<file path="src/rtl/pe_stack_bus_upstream_tx_pkg.sv">
// rtl/pe_stack_bus_upstream_tx_pkg.sv - shared widths, upstream control codes and header layout
package pe_stack_bus_upstream_tx_pkg;

    localparam int DATA_W  = 32;
    localparam int TAG_W   = 8;
    localparam int PE_ID_W = 6;

    localparam int HDR_TAG_LSB   = 0;
    localparam int HDR_PE_ID_LSB = TAG_W;

    typedef enum logic [1:0] {
        STACK_UP_CNTL_IDLE = 2'b00,
        STACK_UP_CNTL_SOM  = 2'b01,
        STACK_UP_CNTL_MOM  = 2'b10,
        STACK_UP_CNTL_EOM  = 2'b11
    } stack_up_cntl_e;

    typedef enum logic [1:0] {
        ST_IDLE,
        ST_HDR,
        ST_WAIT,
        ST_DATA
    } tx_state_e;

    typedef struct packed {
        logic               last;
        logic [TAG_W-1:0]   tag;
        logic [DATA_W-1:0]  data;
    } fifo_entry_t;

    function automatic logic [DATA_W-1:0] make_header(input logic [PE_ID_W-1:0] pe_id,
                                                      input logic [TAG_W-1:0]   tag);
        logic [DATA_W-1:0] hdr;
        hdr = '0;
        hdr[HDR_TAG_LSB +: TAG_W]     = tag;
        hdr[HDR_PE_ID_LSB +: PE_ID_W] = pe_id;
        return hdr;
    endfunction

endpackage

</file>
<file path="src/rtl/pe_stack_bus_upstream_tx_if.sv">
// rtl/pe_stack_bus_upstream_tx_if.sv - result-side and upstream-side lanes of the PE transmitter
interface pe_stack_bus_upstream_tx_if;
    import pe_stack_bus_upstream_tx_pkg::*;

    logic [PE_ID_W-1:0] sys__pe__peId;
    logic               res__stu__valid;
    logic [DATA_W-1:0]  res__stu__data;
    logic [TAG_W-1:0]   res__stu__tag;
    logic               res__stu__last;
    logic               stu__res__ready;
    logic               pe__stu__valid;
    logic [1:0]         pe__stu__cntl;
    logic [DATA_W-1:0]  pe__stu__data;
    logic               stu__pe__ready;
    logic [15:0]        pe__stu__pktCount;
    logic               pe__stu__lenErr;

    modport master (
        input  sys__pe__peId, res__stu__valid, res__stu__data, res__stu__tag, res__stu__last,
               stu__pe__ready,
        output stu__res__ready, pe__stu__valid, pe__stu__cntl, pe__stu__data,
               pe__stu__pktCount, pe__stu__lenErr
    );

    modport slave (
        output sys__pe__peId, res__stu__valid, res__stu__data, res__stu__tag, res__stu__last,
               stu__pe__ready,
        input  stu__res__ready, pe__stu__valid, pe__stu__cntl, pe__stu__data,
               pe__stu__pktCount, pe__stu__lenErr
    );

endinterface

</file>
<file path="src/rtl/pe_stu_tx_fifo.sv">
// rtl/pe_stu_tx_fifo.sv - result word buffer; wrap-bit pointers with registered full/empty
module pe_stu_tx_fifo #(
    parameter int WIDTH = 41,
    parameter int DEPTH = 8
) (
    input  logic             clk,
    input  logic             rst,
    input  logic             push_i,
    input  logic [WIDTH-1:0] push_data_i,
    input  logic             pop_i,
    output logic [WIDTH-1:0] head_o,
    output logic             full_o,
    output logic             empty_o
);
    localparam int AW = $clog2(DEPTH);

    logic [WIDTH-1:0] mem_q [DEPTH];
    logic [AW:0]      wr_ptr_q, wr_ptr_d, rd_ptr_q, rd_ptr_d;
    logic             full_q, empty_q;

    assign wr_ptr_d = wr_ptr_q + {{AW{1'b0}}, push_i};
    assign rd_ptr_d = rd_ptr_q + {{AW{1'b0}}, pop_i};

    // Empty compares against the pre-write pointer so a new word becomes poppable one
    // cycle after it is written; this never reports data that is not yet in memory.
    always_ff @(posedge clk or posedge rst) begin
        if (rst) begin
            wr_ptr_q <= '0;
            rd_ptr_q <= '0;
            full_q   <= 1'b0;
            empty_q  <= 1'b1;
        end else begin
            wr_ptr_q <= wr_ptr_d;
            rd_ptr_q <= rd_ptr_d;
            full_q   <= (wr_ptr_d[AW] != rd_ptr_d[AW]) && (wr_ptr_d[AW-1:0] == rd_ptr_d[AW-1:0]);
            empty_q  <= (wr_ptr_q == rd_ptr_d);
        end
    end

    always_ff @(posedge clk) begin
        if (push_i) begin
            mem_q[wr_ptr_q[AW-1:0]] <= push_data_i;
        end
    end

    assign head_o  = mem_q[rd_ptr_q[AW-1:0]];
    assign full_o  = full_q;
    assign empty_o = empty_q;

endmodule

</file>
<file path="src/rtl/pe_stack_bus_upstream_tx.sv">
// rtl/pe_stack_bus_upstream_tx.sv - frames buffered PE results as SOM/MOM/EOM upstream packets
module pe_stack_bus_upstream_tx
    import pe_stack_bus_upstream_tx_pkg::*;
#(
    parameter int FIFO_DEPTH = 8,
    parameter int MAX_LEN    = 64
) (
    input  logic                      clk,
    input  logic                      reset_poweron,
    pe_stack_bus_upstream_tx_if.master bus
);
    localparam int             CNT_W   = $clog2(MAX_LEN + 1);
    localparam logic [CNT_W-1:0] MAX_CNT = CNT_W'(MAX_LEN);

    tx_state_e        state_q, state_d;
    logic             valid_q, valid_d;
    stack_up_cntl_e   cntl_q, cntl_d;
    logic [DATA_W-1:0] data_q, data_d;
    logic [CNT_W-1:0] dcnt_q, dcnt_d;
    logic [15:0]      pkt_q, pkt_d;
    logic             len_err_q, len_err_d;

    fifo_entry_t      push_entry, head;
    logic [$bits(fifo_entry_t)-1:0] head_raw;
    logic             full, empty, push, pop, xfer;
    logic             load_word, go_quiet, trunc;
    logic [CNT_W-1:0] word_cnt;

    assign push       = bus.res__stu__valid & ~full;
    assign push_entry = '{last: bus.res__stu__last, tag: bus.res__stu__tag, data: bus.res__stu__data};
    assign head       = fifo_entry_t'(head_raw);
    assign xfer       = valid_q & bus.stu__pe__ready;

    pe_stu_tx_fifo #(.WIDTH($bits(fifo_entry_t)), .DEPTH(FIFO_DEPTH)) u_fifo (
        .clk         (clk),
        .rst         (reset_poweron),
        .push_i      (push),
        .push_data_i (push_entry),
        .pop_i       (pop),
        .head_o      (head_raw),
        .full_o      (full),
        .empty_o     (empty)
    );

    always_ff @(posedge clk or posedge reset_poweron) begin
        if (reset_poweron) begin
            state_q   <= ST_IDLE;
            valid_q   <= 1'b0;
            cntl_q    <= STACK_UP_CNTL_IDLE;
            data_q    <= '0;
            dcnt_q    <= '0;
            pkt_q     <= '0;
            len_err_q <= 1'b0;
        end else begin
            state_q   <= state_d;
            valid_q   <= valid_d;
            cntl_q    <= cntl_d;
            data_q    <= data_d;
            dcnt_q    <= dcnt_d;
            pkt_q     <= pkt_d;
            len_err_q <= len_err_d;
        end
    end

    always_comb begin
        state_d = state_q;
        case (state_q)
            ST_IDLE: if (!empty) state_d = ST_HDR;
            ST_HDR:  if (xfer) state_d = empty ? ST_WAIT : ST_DATA;
            ST_WAIT: if (!empty) state_d = ST_DATA;
            ST_DATA: begin
                if (xfer) begin
                    if (cntl_q == STACK_UP_CNTL_EOM) state_d = ST_IDLE;
                    else if (empty)                  state_d = ST_WAIT;
                end
            end
            default: state_d = ST_IDLE;
        endcase
    end

    // Output register loads; the head is popped only when a data word enters the register.
    always_comb begin
        valid_d   = valid_q;
        cntl_d    = cntl_q;
        data_d    = data_q;
        dcnt_d    = dcnt_q;
        pkt_d     = pkt_q;
        len_err_d = len_err_q;
        load_word = 1'b0;
        go_quiet  = 1'b0;
        word_cnt  = dcnt_q + CNT_W'(1);
        trunc     = (word_cnt == MAX_CNT) && !head.last;
        case (state_q)
            ST_IDLE: begin
                if (!empty) begin
                    valid_d = 1'b1;
                    cntl_d  = STACK_UP_CNTL_SOM;
                    data_d  = make_header(bus.sys__pe__peId, head.tag);
                    dcnt_d  = '0;
                end
            end
            ST_HDR: begin
                if (xfer) begin
                    load_word = !empty;
                    go_quiet  = empty;
                end
            end
            ST_WAIT: load_word = !empty;
            ST_DATA: begin
                if (xfer) begin
                    if (cntl_q == STACK_UP_CNTL_EOM) begin
                        pkt_d    = pkt_q + 16'd1;
                        go_quiet = 1'b1;
                    end else begin
                        load_word = !empty;
                        go_quiet  = empty;
                    end
                end
            end
            default: go_quiet = 1'b1;
        endcase
        if (load_word) begin
            valid_d = 1'b1;
            data_d  = head.data;
            cntl_d  = (head.last || trunc) ? STACK_UP_CNTL_EOM : STACK_UP_CNTL_MOM;
            dcnt_d  = word_cnt;
            if (trunc) len_err_d = 1'b1;
        end
        if (go_quiet) begin
            valid_d = 1'b0;
            cntl_d  = STACK_UP_CNTL_IDLE;
            data_d  = '0;
        end
        pop = load_word;
    end

    assign bus.stu__res__ready   = ~full;
    assign bus.pe__stu__valid    = valid_q;
    assign bus.pe__stu__cntl     = cntl_q;
    assign bus.pe__stu__data     = data_q;
    assign bus.pe__stu__pktCount = pkt_q;
    assign bus.pe__stu__lenErr   = len_err_q;

endmodule

</file>
<file path="src/flat_wrapper.sv">
// flat-port wrapper written by rule: the top's interface ports become plain ports
module pe_stack_bus_upstream_tx_flat import pe_stack_bus_upstream_tx_pkg::*;
#(
    parameter int FIFO_DEPTH = 8,
    parameter int MAX_LEN    = 64
)
  (clk, reset_poweron, bus_sys__pe__peId, bus_res__stu__valid, bus_res__stu__data, bus_res__stu__tag, bus_res__stu__last, bus_stu__pe__ready, bus_stu__res__ready, bus_pe__stu__valid, bus_pe__stu__cntl, bus_pe__stu__data, bus_pe__stu__pktCount, bus_pe__stu__lenErr);
  pe_stack_bus_upstream_tx_if bus_i ();
  input  logic clk;
  input  logic reset_poweron;
  input wire logic [$bits(bus_i.sys__pe__peId)-1:0] bus_sys__pe__peId;
  input wire logic [$bits(bus_i.res__stu__valid)-1:0] bus_res__stu__valid;
  input wire logic [$bits(bus_i.res__stu__data)-1:0] bus_res__stu__data;
  input wire logic [$bits(bus_i.res__stu__tag)-1:0] bus_res__stu__tag;
  input wire logic [$bits(bus_i.res__stu__last)-1:0] bus_res__stu__last;
  input wire logic [$bits(bus_i.stu__pe__ready)-1:0] bus_stu__pe__ready;
  output wire logic [$bits(bus_i.stu__res__ready)-1:0] bus_stu__res__ready;
  output wire logic [$bits(bus_i.pe__stu__valid)-1:0] bus_pe__stu__valid;
  output wire logic [$bits(bus_i.pe__stu__cntl)-1:0] bus_pe__stu__cntl;
  output wire logic [$bits(bus_i.pe__stu__data)-1:0] bus_pe__stu__data;
  output wire logic [$bits(bus_i.pe__stu__pktCount)-1:0] bus_pe__stu__pktCount;
  output wire logic [$bits(bus_i.pe__stu__lenErr)-1:0] bus_pe__stu__lenErr;
  assign bus_i.sys__pe__peId = bus_sys__pe__peId;
  assign bus_i.res__stu__valid = bus_res__stu__valid;
  assign bus_i.res__stu__data = bus_res__stu__data;
  assign bus_i.res__stu__tag = bus_res__stu__tag;
  assign bus_i.res__stu__last = bus_res__stu__last;
  assign bus_i.stu__pe__ready = bus_stu__pe__ready;
  assign bus_stu__res__ready = bus_i.stu__res__ready;
  assign bus_pe__stu__valid = bus_i.pe__stu__valid;
  assign bus_pe__stu__cntl = bus_i.pe__stu__cntl;
  assign bus_pe__stu__data = bus_i.pe__stu__data;
  assign bus_pe__stu__pktCount = bus_i.pe__stu__pktCount;
  assign bus_pe__stu__lenErr = bus_i.pe__stu__lenErr;
  pe_stack_bus_upstream_tx #(.FIFO_DEPTH(FIFO_DEPTH), .MAX_LEN(MAX_LEN)) u_core (.clk(clk), .reset_poweron(reset_poweron), .bus(bus_i));
endmodule
</file>
<file path="config.mk">
export PLATFORM = sky130hd
export DESIGN_NAME = pe_stack_bus_upstream_tx_flat
export DESIGN_NICKNAME = d
export VERILOG_FILES = /design/src/rtl/pe_stack_bus_upstream_tx_pkg.sv /design/src/rtl/pe_stack_bus_upstream_tx_if.sv /design/src/rtl/pe_stu_tx_fifo.sv /design/src/rtl/pe_stack_bus_upstream_tx.sv /design/src/flat_wrapper.sv
export SDC_FILE = /design/constraint.sdc
export NUM_CORES = 1
export LEC_CHECK = 0
export BUFFER_PORTS_ARGS = -buffer_cell sky130_fd_sc_hd__buf_2
export CORE_MARGIN = 2
export CORE_UTILIZATION = 45
export DETAILED_ROUTE_END_ITERATION = 7
export SLEW_MARGIN = 20
export SYNTH_ARGS = -nofsm -noshare
export SYNTH_HDL_FRONTEND = slang
export SYNTH_SLANG_ARGS = --single-unit
</file>
<file path="constraint.sdc">
create_clock -name clk -period 4.51 [get_ports clk]
set_clock_uncertainty 0.1 [all_clocks]
set_input_delay 0.2255 -clock clk [delete_from_list [all_inputs] [get_ports clk]]
set_output_delay 0.2255 -clock clk [all_outputs]
set_load 0.03 [all_outputs]
</file>
Yosys cells after proc, flatten, opt, wreduce, memory -nomap -nowiden
Memory sizes are Yosys's and may differ from the RTL's.
Cells that the tools add are included.
- mux-type cells: 33
- bitwise gates (word level): 3
- equality and inequality tests: 15
- reduce and logical (&&, ||, !) cells: 13
- add/subtract/negate cells: 4
- operators with widths (operator ; count):
    32-bit 2-to-1 mux ; 4
    7-bit 2-to-1 mux ; 3
    2-bit 2-to-1 mux ; 9
    16-bit by 1-bit adder with 16-bit output (second input constant) ; 1
    1-bit 2-to-1 mux ; 14
    4-bit by 1-bit adder with 4-bit output ; 2
    2-bit case mux with 4 select lines ; 1
    7-bit by 1-bit adder with 7-bit output (second input constant) ; 1
    7-bit equality test (second input constant) ; 1
    2-bit equality test (second input constant) ; 3
    2-bit != test (second input constant) ; 3
    3-bit by 2-bit != test with 1-bit output (second input constant) ; 2
    2-bit AND reduction ; 3
    5-bit AND reduction ; 1
    4-bit equality test ; 1
    2-bit by 1-bit != test with 1-bit output (second input constant) ; 2
    3-bit equality test ; 1
    1-bit case mux with 3 select lines ; 1
    3-bit AND reduction ; 1
    3-bit nonzero test ; 1
    1-bit bitwise AND ; 2
    2-bit by 1-bit equality test with 1-bit output (second input constant) ; 1
    1-bit logical AND ; 2
    1-bit logical NOT ; 2
    6 further kinds ; 6
- register bits: 71
- memory bits (writable): 328
- input bits: 51
- memories kept: 1
- logic and storage cells: 80
- output and inout bits: 53
- memories (name ; words ; width ; rd ports ; clocked after memory_dff ; wr ports ; RTL line ; RTL):
    u_core.u_fifo.mem_q ; 8 ; 41 ; 1 ; 0 ; 1 ; pe_stu_tx_fifo.sv:17 ; logic [WIDTH-1:0] mem_q [DEPTH];

Logic depth before layout (Yosys ltp)
- depth in word-level cells: 7
- mapped depth: 10
- depth with buffers taken out: 8

Cells and area by module
A second synthesis with hierarchy kept.
- cells, all modules: 739
- area, all modules: 15770.1 um2
- modules (own cells, without submodules) (module ; times used ; seq. area each (um2) ; area an instance (um2) ; cells an instance):
    pe_stu_tx_fifo ; 1 ; 10100.9 ; 13125.1 ; 520
    pe_stack_bus_upstream_tx ; 1 ; 1526.5 ; 2645.0 ; 219

Worst setup path after synthesis
No wires, ideal clock.
- kind: register -> register
- start point: reg u_core.u_fifo.full_q, in the netlist u_core.u_fifo.full_o
- end point: mem u_core.u_fifo.mem_q[0][0] (enable)
- clock period less this slack: 4.060 ns
- library setup time: 0.490 ns
- arrival time: 3.470 ns
- buffers on the path: 0
- setup slack: 0.450 ns
- data required time: 3.920 ns
- cell stages (with the launch flop): 4
- cells stage by stage: dfrtp_1 -> nor2b_1 -> nand2b_1 -> nor3_1
- cells in the longest elaborated chain, start to end: 4
- ends and longest elaborated chain (item ; RTL line ; RTL):
    start, declared ; pe_stu_tx_fifo.sv:19 ; logic full_q, empty_q;
    start signal, assigned ; pe_stu_tx_fifo.sv:35 ; full_q <= (wr_ptr_d[AW] != rd_ptr_d[AW]) && (wr_ptr_d[AW-1:0] == rd_ptr_d[AW-1:0]);
    1-bit inverter ; pe_stack_bus_upstream_tx.sv:29 ; assign push = bus.res__stu__valid & ~full;
    1-bit bitwise AND ; pe_stack_bus_upstream_tx.sv:29 ;
    1-bit 2-to-1 mux ; pe_stu_tx_fifo.sv:41 ; if (push_i) begin
    1-bit 2-to-1 mux (implied by the code) ; pe_stu_tx_fifo.sv:42 ; mem_q[wr_ptr_q[AW-1:0]] <= push_data_i;
    end, declared ; pe_stu_tx_fifo.sv:17 ;
Every way passes these cells.

Final worst setup path
- start point: reg u_core.u_fifo.rd_ptr_q[0]
- end point: reg u_core.cntl_q[0], in the netlist u_core.bus.pe__stu__cntl[0]
- cells in the longest elaborated chain, start to end: 7
- ends and longest elaborated chain (item ; RTL line ; RTL):
    start, declared ; pe_stu_tx_fifo.sv:18 ; logic [AW:0] wr_ptr_q, wr_ptr_d, rd_ptr_q, rd_ptr_d;
    start signal, assigned ; pe_stu_tx_fifo.sv:34 ; rd_ptr_q <= rd_ptr_d;
    memory 8 x 41 bit * ; -- ;
    1-bit logical NOT ; pe_stack_bus_upstream_tx.sv:92 ; trunc = (word_cnt == MAX_CNT) && !head.last;
    1-bit logical AND ; pe_stack_bus_upstream_tx.sv:92 ;
    1-bit logical OR * ; pe_stack_bus_upstream_tx.sv:125 ; cntl_d = (head.last || trunc) ? STACK_UP_CNTL_EOM : STACK_UP_CNTL_MOM;
    1-bit 2-to-1 mux * ; pe_stack_bus_upstream_tx.sv:125 ;
    2-bit 2-to-1 mux * ; pe_stack_bus_upstream_tx.sv:122 ; if (load_word) begin
    2-bit 2-to-1 mux * ; pe_stack_bus_upstream_tx.sv:129 ; if (go_quiet) begin
    end signal, assigned ; pe_stack_bus_upstream_tx.sv:57 ; cntl_q <= cntl_d;
    end, declared ; pe_stack_bus_upstream_tx.sv:17 ; stack_up_cntl_e cntl_q, cntl_d;
Mark *: on every way between the ends. The rest lies on a longest branch, timed or not.
A chain may end at the register's enable or synchronous reset.

==> results.cfg <==
[run_status]
status = finished clean

[critical_path]
crit_chain = mux4_2 -> nor2b_1 -> a211oi_2 -> nor2_1 -> a221o_1
crit_arrival_ns = 2.96
cp_num_buf_inv = 0
rrSetupSlack_ns = 1.86
cp-end-kind = flip-flop
worstSetupStartpointType = flip-flop
r2r_cells = 5
crit_required_ns = 4.82
worst_path_largest_cell_delay_ns = 1.09
reg2reg_from = u_core.u_fifo.rd_ptr_q[0]$_DFF_PP0_
crit_type = flip-flop to flip-flop
cp_slowest_cell = dfrtp_4
critical_path.top_delay_family = flip-flops
r2r-end = u_core.bus.pe__stu__cntl[0]$_DFFE_PP0P_
crit_fanout = 47

[run]
cap_violations = 0

[global_routing]
grt_pass1_vias = 8103
grt_pass1_wl_mm = 49.7
antenna_found_initial = 1
track_usage_pct = 18.5
overflow = 0
grt_max_degree = 63

[clock_tree]
clock_sinks = 399
cts_tree = built
htree_levels = 2
clockBufferDepth = 3
cts_buffers = 42
holdBufCountCts = 48
postCtsSetupRepairBufs = 0
worstSkewPairLatency_ns = 0.54
cts_resized = 0
cts_root_buf = clkbuf_16
clk_pin_slew_worst_paths_ns = 0.06

[sta]
grt_setup_unrepaired = no
relSlewSlack_pct = 25.6
hold_viol = 0
fin_hold_ws_ns = 0.141
max_freq_mhz = 378
period_share_pct = 58.7
slew_violations = 0
fin_tns_setup_ns = 0
finalCriticalPeriod_ns = 2.65
finalSetupViolCount = 0
tightest_slew_ns = 1.12

[hold_path]
holdPathStages = 4
whs_endpoint = u_core.state_q[1]$_DFFE_PP0P_
hold_start = bus_stu__pe__ready
hp-class = input port to flip-flop

[placement]
numPortBuffers = 103
dp_cells = 1317
gp_congestion = 0.736
dp_hpwl_mm = 18.4

[floorplan]
core_region_area_sq_um = 33600
die_area_sq_um = 35700
start_util_pct = 45.8
io_pins = 104
fp.dieW_um = 189
rows = 67
die-height_um = 189

[drt]
first_pass_iters = 4
wl_per_cell_um = 22.4
drc = 0
vias = 7823
first_iter_violations = 486
drt_wl_total_mm = 32.3
ant_nets = 0
drt-vias-per-instance = 5.43

[logic_synthesis]
synth_xor_area_share_pct = 1.87
synth-compound-area-share_pct = 2.92
synth_adder_area_share_pct = 0.487
postSynthAreaPerCell_sq_um = 19.7
synth_mux_area_share_pct = 14.3
synth-main-ff-cell = edfxtp_1
synth_area_sq_um = 15400
synthCells = 781
ys_warn_count = 0
synth_edf_count = 328
syn-num-nets = 838
synth.distinct_cells = 42
post_synth_and_or_nand_nor_area_fraction_pct = 3.57
synth-seq-cells = 399
synth_top_family_by_area = multiplexers
synth-async-reset-ratio_pct = 17.8
ys_seq_area_share_pct = 75.5

[final_layout]
drive_gt1_share_pct = 28.8
layout.cells.non_filler = 1441
fin_util_pct = 54.7
nets = 1018
syn_to_final_growth_pct = 19.3
n_antenna_cell = 0

[power_and_ir_drop]
power_density_nw_per_um2 = 646
leakage_nw = 6.58
p_total_w = 0.0119
irDropWorstVdd_mv = 0.371
==> layer usage <==
metal	GRT usage [%]	wire length, um	up-vias
met5	0	11	-
met1	26.5	14800	4088
li1	-	-	3497
met3	3.34	1540	49
met4	4.21	504	2
met2	29.8	15400	187
==> flip-flops by register name (all words and copies together) (netlist names), 2 cells and up <==
| name | count |
|---|---|
| u_core.bus.pe__stu__pktCount | 16 |
| u_core.u_fifo.mem_q | 328 |
| u_core.u_fifo.rd_ptr_q | 4 |
| u_core.bus.pe__stu__data | 32 |
| u_core.bus.pe__stu__cntl | 2 |
| u_core.u_fifo.wr_ptr_q | 4 |
| u_core.state_q | 2 |
| u_core.dcnt_q | 7 |
==> worst min-delay path: cells and delay by family <==
family / cells / cell delay, ns
buffers and inverters: 1 / 0.11
AND/OR/NAND/NOR: 3 / 0.39
==> logic make-up (layout without fill, tap and decap cells) <==
| logic type | after synthesis | in the layout |
|---|---|---|
| fa+ha+maj | 6 | 6 |
| simple gates | 116 | 116 |
| xor+xnor | 32 | 32 |
| buf+inv | 40 | 252 |
| mux | 117 | 117 |
| flops | 399 | 399 |
| compound gates | 71 | 71 |
==> cell usage in the layout, fill, tap and decap left out, types with 5 or more instances in the layout <==
cell type and instances:
o21ai_0 32, clkinv_2 5, o21ai_1 7, buf_2 103, dlygate4sd3_1 48, nor2b_1 8
a211oi_1 6, mux2i_1 34, nand3_1 12, a22o_1 8, clkbuf_1 18, nor2_1 11
ha_1 6, a21oi_1 8, clkbuf_16 43, mux4_2 82, xor2_1 19, nor2_4 7
nand2_1 53, xnor2_1 12, buf_4 21, dfrtp_1 67, edfxtp_1 328
==> Yosys cell counts, types with 8 or more instances <==
cell / number / area [sq um]
clkbuf_1: 8 / 30.0
edfxtp_1: 328 / 9850
a22o_1: 8 / 70.1
dfrtp_1: 70 / 1750
nor2_1: 18 / 67.6
mux4_2: 82 / 1850
mux2i_1: 34 / 340
o21ai_0: 32 / 160
a21oi_1: 8 / 40.0
nand2_1: 53 / 199
nor2b_1: 8 / 50.1
buf_2: 16 / 80.1
xor2_1: 19 / 166
nand3_1: 12 / 60.1
xnor2_1: 12 / 105
==> power by group <==
part | internal (W) | total [W] | switching [W] | leakage (nW)
clock | 0.00205 | 0.00340 | 0.00135 | 0.665
sequential | 0.00467 | 0.00527 | 0.000595 | 3.87
combinational | 0.00144 | 0.00320 | 0.00177 | 2.05
total | 0.00816 | 0.0119 | 0.00372 | 6.58
==> layout make-up <==
cell class,instances,area (sq um)
fillers,2604,15200
clock inverters,12,185
repair buffers,173,1170
well taps,448,561
clock buffers,64,1180
inverters,3,12.5
multi-input cells,342,3620
flip-flops and latches,399,11600
==> per-stage QoR <==
| stage | area (sq um) | setup slack [ns] |
|---|---|---|
| 2_1_floorplan | 15400 | 0.450 |
| 3_3_place_gp | 16500 | 1.83 |
| 3_5_place_dp | 16500 | 1.80 |
| 4_1_cts | 18400 | 1.80 |
| 5_1_grt | 18400 | 1.65 |
| 6_report | 18400 | 1.86 |
==> worst max-delay path by stage <==
stage / depth (start not counted) / slack (ns) / startpoint / endpoint
2_1_floorplan: 3 / 0.45 / u_core.u_fifo.full_o$_DFF_PP0_ / u_core.u_fifo.mem_q[0][0]$_DFFE_PP_
3_3_place_gp: 4 / 1.83 / u_core.u_fifo.rd_ptr_q[0]$_DFF_PP0_ / u_core.bus.pe__stu__data[3]$_DFFE_PP0P_
3_5_place_dp: 4 / 1.80 / u_core.u_fifo.rd_ptr_q[0]$_DFF_PP0_ / u_core.bus.pe__stu__data[3]$_DFFE_PP0P_
4_1_cts: 4 / 1.80 / u_core.u_fifo.rd_ptr_q[0]$_DFF_PP0_ / u_core.bus.pe__stu__data[3]$_DFFE_PP0P_
5_1_grt: 5 / 1.65 / u_core.u_fifo.rd_ptr_q[0]$_DFF_PP0_ / u_core.bus.pe__stu__cntl[0]$_DFFE_PP0P_
6_report: 5 / 1.86 / u_core.u_fifo.rd_ptr_q[0]$_DFF_PP0_ / u_core.bus.pe__stu__cntl[0]$_DFFE_PP0P_
(Power assumes the default switching activity.)
